`src/rtl/seq_det_pkg.sv`:
```
// Shared constants for the serial sequence detector and related statistics blocks.
package seq_det_pkg;

    localparam int OVL_OFF   = 0;
    localparam int OVL_ON    = 1;

    localparam int OUT_MEALY = 0;
    localparam int OUT_REG   = 1;

    localparam int N_MIN     = 2;
    localparam int N_MAX     = 32;

endpackage

```
`src/rtl/sat_counter.sv`:
```
// Saturating up-counter: holds at all-ones, synchronous clear has priority over inc.
module sat_counter #(
    parameter int W = 8
) (
    input  logic         clk,
    input  logic         reset_n,
    input  logic         clr,
    input  logic         inc,
    output logic [W-1:0] count,
    output logic         sat
);

    assign sat = &count;

    always_ff @(posedge clk or negedge reset_n) begin
        if (!reset_n) begin
            count <= '0;
        end else if (clr) begin
            count <= '0;
        end else if (inc && !sat) begin
            count <= count + W'(1);
        end
    end

endmodule

```
`src/rtl/seq_detector_param.sv`:
```
// Parametrised serial pattern detector with overlap / output-mode selection and a saturating match counter.
module seq_detector_param
    import seq_det_pkg::*;
#(
    parameter int N       = 3,
    parameter     PATTERN = 3'b101,
    parameter int OVERLAP = OVL_ON,
    parameter int REG_OUT = OUT_MEALY,
    parameter int CNT_W   = 8
) (
    input  logic             clk,
    input  logic             reset_n,
    input  logic             en,
    input  logic             x,
    input  logic             clear,
    output logic             y,
    output logic [CNT_W-1:0] match_count,
    output logic             count_sat
);

    generate
        if (N < N_MIN || N > N_MAX || $bits(PATTERN) != N) begin : g_param_check
            $fatal(1, "seq_detector_param: N out of range or PATTERN width differs from N");
        end
    endgenerate

    localparam int            FILL_W   = $clog2(N);
    localparam logic [N-1:0]  PAT      = PATTERN;
    localparam logic [FILL_W-1:0] FILL_FULL = FILL_W'(N - 1);

    logic [N-2:0]      hist;
    logic [FILL_W-1:0] fill;
    logic [N-1:0]      window;
    logic              accept;
    logic              match;
    logic              y_q;

    assign accept = en && !clear;
    assign window = {hist, x};
    assign match  = accept && (fill == FILL_FULL) && (window == PAT);

    always_ff @(posedge clk or negedge reset_n) begin
        if (!reset_n) begin
            hist <= '0;
            fill <= '0;
            y_q  <= 1'b0;
        end else begin
            y_q <= match;
            if (clear) begin
                hist <= '0;
                fill <= '0;
            end else if (en) begin
                // Non-overlapping mode throws the history away so the next match needs N fresh bits.
                if (match && OVERLAP == OVL_OFF) begin
                    hist <= '0;
                    fill <= '0;
                end else begin
                    hist <= window[N-2:0];
                    if (fill != FILL_FULL) begin
                        fill <= fill + FILL_W'(1);
                    end
                end
            end
        end
    end

    assign y = (REG_OUT == OUT_REG) ? y_q : match;

    sat_counter #(
        .W(CNT_W)
    ) u_match_cnt (
        .clk     (clk),
        .reset_n (reset_n),
        .clr     (clear),
        .inc     (match),
        .count   (match_count),
        .sat     (count_sat)
    );

endmodule

```
`config.mk`:
```
export PLATFORM = sky130hd
export DESIGN_NAME = seq_detector_param
export DESIGN_NICKNAME = d
export VERILOG_FILES = /design/src/rtl/seq_det_pkg.sv /design/src/rtl/sat_counter.sv /design/src/rtl/seq_detector_param.sv
export SDC_FILE = /design/constraint.sdc
export NUM_CORES = 1
export LEC_CHECK = 0
export CORE_MARGIN = 2
export CORE_UTILIZATION = 40
export DETAILED_ROUTE_END_ITERATION = 12
export PLACE_DENSITY_LB_ADDON = 0.2
export SYNTH_ARGS = -nofsm -noshare
export SYNTH_HDL_FRONTEND = slang
export SYNTH_HIERARCHICAL = 1
export SYNTH_SLANG_ARGS = --single-unit
```
`constraint.sdc`:
```
create_clock -name clk -period 2.1 [get_ports clk]
set_clock_uncertainty 0.15 [all_clocks]
set_input_delay 0.21 -clock clk [delete_from_list [all_inputs] [get_ports clk]]
set_output_delay 0.21 -clock clk [all_outputs]
set_load 0.02 [all_outputs]
```
### Word-level counts from Yosys, hierarchy flattened

Cells that the tools add are included.
W data, S select, Z words.

| word-level totals | value |
|---|---|
| output and inout port bits | 10 |
| latch bits | 0 |
| bits in writable memories | 0 |
| flip-flop bits (word level) | 12 |
| word-level logic and storage cells | 26 |
| memories kept | 0 |
| input bits | 5 |
| bits in read-only memories | 0 |

| operators by class | value |
|---|---|
| reduce and logical (&&, ||, !) cells | 11 |
| add/sub/neg operators | 2 |
| muxes and demuxes | 7 |
| $mul | 0 |
| divide/modulo/power cells | 0 |
| order comparisons | 0 |
| bitwise operators | 0 |
| shifts and indexed selects | 0 |
| eq/ne operators | 3 |

Operators with widths:

| operator | count |
|---|---|
| $mux W8 | 2 |
| $mux W2 | 5 |
| $add A8 B1 Y8 const B | 1 |
| $reduce_and A8 Y1 | 1 |
| $reduce_bool A2 Y1 | 3 |
| $logic_and A1 B1 Y1 | 4 |
| $eq A3 B3 Y1 const B | 1 |
| $add A2 B1 Y2 const B | 1 |
| $eq A2 B2 Y1 const B | 1 |
| $logic_not A1 Y1 | 2 |
| $ne A2 B2 Y1 const B | 1 |
| $reduce_and A2 Y1 | 1 |

### Longest topological paths before layout

| logic depth | value |
|---|---|
| depth after elaboration | 7 |
| gate-level depth with buffers | 7 |
| mapped depth without buffers | 7 |

### Hierarchy

The synthesis kept the hierarchy.

By module, submodules not included:

| module | sequential area each (µm²) | instances | area an instance (µm²) | cells each |
|---|---|---|---|---|
| sat_counter | 200.2 | 1 | 475.5 | 45 |
| seq_detector_param | 100.1 | 1 | 215.2 | 19 |

### Worst setup path before layout

Ideal clock, no wire load.

| path | value |
|---|---|
| path type | register -> register |
| start | register fill[0] |
| end | register u_match_cnt.count[0] |
| arrival | 2.106 ns |
| library setup time | 0.125 ns |
| slack | -0.281 ns |
| buffers on the path | 0 |
| cell stages (with the launch flop) | 7 |
| period minus slack after synthesis | 2.381 ns |
| required time | 1.825 ns |
| cells stage by stage | dfrtp_1 -> inv_1 -> ha_1 -> nand4b_1 -> nor3b_1 -> a21boi_4 -> mux2_4 |

| on the way | value |
|---|---|
| cells in the longest elaborated chain, start to end | 5 |

RTL lines:

| element | line | source |
|---|---|---|
| start, declared | seq_detector_param.sv:32 | `logic [FILL_W-1:0] fill;` |
| start signal, assigned | seq_detector_param.sv:60 | `fill <= fill + FILL_W'(1);` |
| $eq A2 B2 Y1 | seq_detector_param.sv:40 | `assign match = accept && (fill == FILL_FULL) && (window == PAT);` |
| $logic_and A1 B1 Y1 (2 in a row) | seq_detector_param.sv:40 |  |
| net y | seq_detector_param.sv:16 | `output logic y,` |
| $logic_and A1 B1 Y1 | sat_counter.sv:20 | `end else if (inc && !sat) begin` |
| $reduce_bool A2 Y1 (no line) | -- |  |
| end signal, assigned | sat_counter.sv:21 | `count <= count + W'(1);` |
| end, declared | sat_counter.sv:9 | `output logic [W-1:0] count,` |

The timed path passes the listed nets, and every way through them passes these cells.
A chain may end at the register's enable or synchronous reset.

### Final worst setup path

| path | value |
|---|---|
| start | register u_match_cnt.count[0] |
| end | output count_sat |

| on the way | value |
|---|---|
| cells in the longest elaborated chain, start to end | 1 |

RTL lines:

| element | line | source |
|---|---|---|
| $reduce_and A8 Y1 | sat_counter.sv:13 | `assign sat = &count;` |
| end, declared | seq_detector_param.sv:18 | `output logic count_sat` |

No other way between the ends.

==> results.sh <==
export IMPL_synthMuxAreaShare_pct=9.783
export IMPL_vias=588
export IMPL_power_density_mw_per_mm2=463.1
export IMPL_period_share_pct=93.19
export IMPL_die_h_um=45.56
export IMPL_clk_pin_slew_worst_paths_ns=0.07
export IMPL_path_max_fanout=5
export IMPL_clk_latency_ns=0.27
export IMPL_grt_pass1_wl_um=2415
export IMPL_status="finished, final reports clean"
export IMPL_nets=95
export IMPL_grt_use_met2_pct=23.38
export IMPL_start_util_pct=41.35
export IMPL_p_int_mw=0.3276
export IMPL_dp_hpwl_um=1037
export IMPL_p_switching_mw=0.09422
export IMPL_max_freq_ghz=0.5110
export IMPL_syn_nets=71
export IMPL_die_w_um=45.56
export IMPL_synth_cell_types=29
export IMPL_place_gp_congestion=0.7678
export IMPL_cts_tree="done"
export IMPL_ios=15
export IMPL_ys_warn_count=6
export IMPL_ant_nets=0
export IMPL_worst_ir_drop_vdd_uv=266.9
export IMPL_synth_compound_area_share_pct=12.50
export IMPL_yosys_area_share_simple_pct=26.27
export IMPL_setup_ws_ns=0.1429
export IMPL_synth_flop_cell="dfrtp_1"
export IMPL_syn_mean_instance_area_sq_um=10.79
export IMPL_endpoint_kind="primary output"
export IMPL_ys_top_cells_by_count="12 x dfrtp_1, 5 x a21oi_1, 5 x nor2_1"
export IMPL_hold_class="in -> async"
export IMPL_grt_pass1_vias=550
export IMPL_antenna_found_initial=0
export IMPL_syn_cell_area_sq_um=690.7
export IMPL_place_inst=100
export IMPL_drt_initial_drc_count=11
export IMPL_max_cap_viol_count=0
export IMPL_rows=15
export IMPL_rsz0062_at_grt="false"
export IMPL_fillCellCount=163
export IMPL_synth_cells=64
export IMPL_portBuffers=14
export IMPL_slew_violations=0
export IMPL_synth_edf_count=0
export IMPL_finalHoldViolations=0
export IMPL_swShare_pct=22.34
export IMPL_firstDrtPassIters=4
export IMPL_critPathArrivalTime_ns=1.60
export IMPL_setup_viol=0
export IMPL_clk_path_buf_depth=2
export IMPL_cts_sinks=12
export IMPL_seq_area_frac_synth_pct=43.48
export IMPL_pre_cts_ws_ns=0.07912
export IMPL_yosys_area_share_adder_pct=3.623
export IMPL_diodes=0
export IMPL_worstPathRequired_ns=1.74
export IMPL_synth_most_common_cell="dfrtp_1"
export IMPL_min_period_ns=1.957
export IMPL_cts_buffers=3
export IMPL_final_cells=103
export IMPL_crit_type="reg -> out"
export IMPL_synthXorXnorAreaFrac_pct=0
export IMPL_grt_max_degree=17
export IMPL_postRouteWirelength_um=1430
export IMPL_seqPwrFrac_pct=57.1
export IMPL_vias_per_cell=5.709
export IMPL_async_reset_ff_share_pct=100.0
export IMPL_use_met3_pct=3.571
export IMPL_track_usage_pct=16.75
export IMPL_grt_overflow_total=0
export IMPL_busiest_layer="met2"
export IMPL_clkPwrFrac_pct=32.6
export IMPL_p_comb_share_pct=10.3
export IMPL_die_area_sq_mm=0.002075
export IMPL_routedWlPerCell_um=13.88
export IMPL_yosys_area_top_type_share_pct=43.48
export IMPL_synth_area_leader_cell="dfrtp_1"
export IMPL_tightest_slew_ns=0.5386
export IMPL_synth_top_family_by_area="simple AND/OR/NAND/NOR gates"
export IMPL_area_growth_pct=31.88
export IMPL_start_kind="flop"
export IMPL_drc=0
export IMPL_htree_levels=1
export IMPL_final_layout_size_suffix_gt1_share_pct=23.26
export IMPL_cts_root_buf="clkbuf_4"
export IMPL_power_leakage_nw=0.4184
export IMPL_synthTopCellsByArea="dfrtp_1 43%, mux2i_1 4.3%, a21oi_1 3.6%, ha_1 3.6%, and2b_1 3.3%"
export IMPL_relSlewSlack_pct=63.98
export IMPL_grtUsageMet1_pct=23.25
export IMPL_ys_seq_elements=12
export IMPL_floorplan_core_area_sq_mm=0.001670
export IMPL_fin_tns_setup_ns=0
[power by group through the flow]
stage | Sequential (mW) | Clock (mW) | Combinational (mW)
6_report | 0.241 | 0.138 | 0.0433
3_5_place_dp | 0.246 | 0 | 0.0442
5_1_grt | 0.242 | 0.156 | 0.0486
4_1_cts | 0.241 | 0.144 | 0.0443
2_1_floorplan | 0.245 | 0 | 0.0237
3_3_place_gp | 0.245 | 0 | 0.0432
[placed cells by master, fill, tap and decap left out]
master            n
dfrtp_1          12
clkdlybuf4s50_1  12
buf_4             7
nor2_1            5
a21oi_1           5
inv_1             3
and2b_1           3
mux2i_1           3
clkbuf_4          3
nand4_1           3
nand4b_1          2
mux2_2            2
ha_1              2
dlygate4sd2_1     2
nand2_1           2
nand2b_1          2
nor3_1            2
a31oi_1           2
a211oi_1          2
nor3b_2           1
and2b_4           1
and3_4            1
and4_4            1
a21boi_4          1
mux2_4            1
and3_2            1
and4b_1           1
nor4_1            1
and4_2            1
o31ai_1           1
o21bai_1          1
[sequential cells by signal, indices dropped and copies added, names as in the netlist]
| signal | flops |
|---|---|
| hist | 2 |
| fill | 2 |
| u_match_cnt/count | 8 |
[per-layer routing]
layer	share of wire [%]	wire, um
met1	50	716
met2	44	630
met3	3.2	46
met4	2.5	36
met5	0	0
[worst paths after layout]
kind                                                        from                                to  slack [ns]  cells past startpoint
worst max-delay path            u_match_cnt/count[0]$_DFFE_PN0P_                         count_sat        0.14                      5
worst min-delay path                                     reset_n  u_match_cnt/count[5]$_DFFE_PN0P_        0.14                      1
worst max register to register               fill[0]$_DFFE_PN0P_  u_match_cnt/count[7]$_DFFE_PN0P_        0.23                      8
worst min register to register               hist[0]$_DFFE_PN0P_               hist[0]$_DFFE_PN0P_        0.41                      2
max in group asynchronous                                reset_n  u_match_cnt/count[1]$_DFFE_PN0P_        1.30                      1
min in group clk                             hist[0]$_DFFE_PN0P_               hist[0]$_DFFE_PN0P_        0.41                      2
[final cells by class]
cell class	count	area [sq um]	share of cell area [%]
tap	17	21.27	2.335
sequential	12	300.3	32.97
clock buffer	3	22.52	2.473
inverter	3	11.26	1.236
timing repair buffer	21	190.2	20.88
multi-input combinational	47	365.4	40.11
[per-stage QoR]
step / total power, mW / utilization [%] / area (sq um) / hold slack, ns
floorplan: 0.2683 / - / 695.7 / -0.2356
global placement: 0.2882 / 53.33 / 890.9 / 0.3626
detailed placement: 0.2898 / 53.33 / 890.9 / 0.4054
CTS: 0.4294 / 54.53 / 910.9 / 0.1468
global route: 0.4471 / 54.53 / 910.9 / 0.1738
finish: 0.4218 / 54.53 / 910.9 / 0.1379
[what timing repair did]
item,CTS,global route
hold buffers,0,0
resized for setup,2,0
setup buffers,0,0
setup endpoints to repair,2,0
[cell families after synthesis]
kind of cell               after synthesis
AOI/OAI and AO/OA                       12
adders and majority gates                2
buffers and inverters                    5
DFF                                     12
muxes                                    6
and+or+nand+nor                         27
[critical path, stage by stage, from the launching register on]
cell and delay, ns:
dfrtp_1 0.36, ha_1 0.21, and4_4 0.29, nand2_1 0.10, inv_1 0.06, dlygate4sd2_1 0.32
Note: power is estimated with default switching activity, not from simulation.
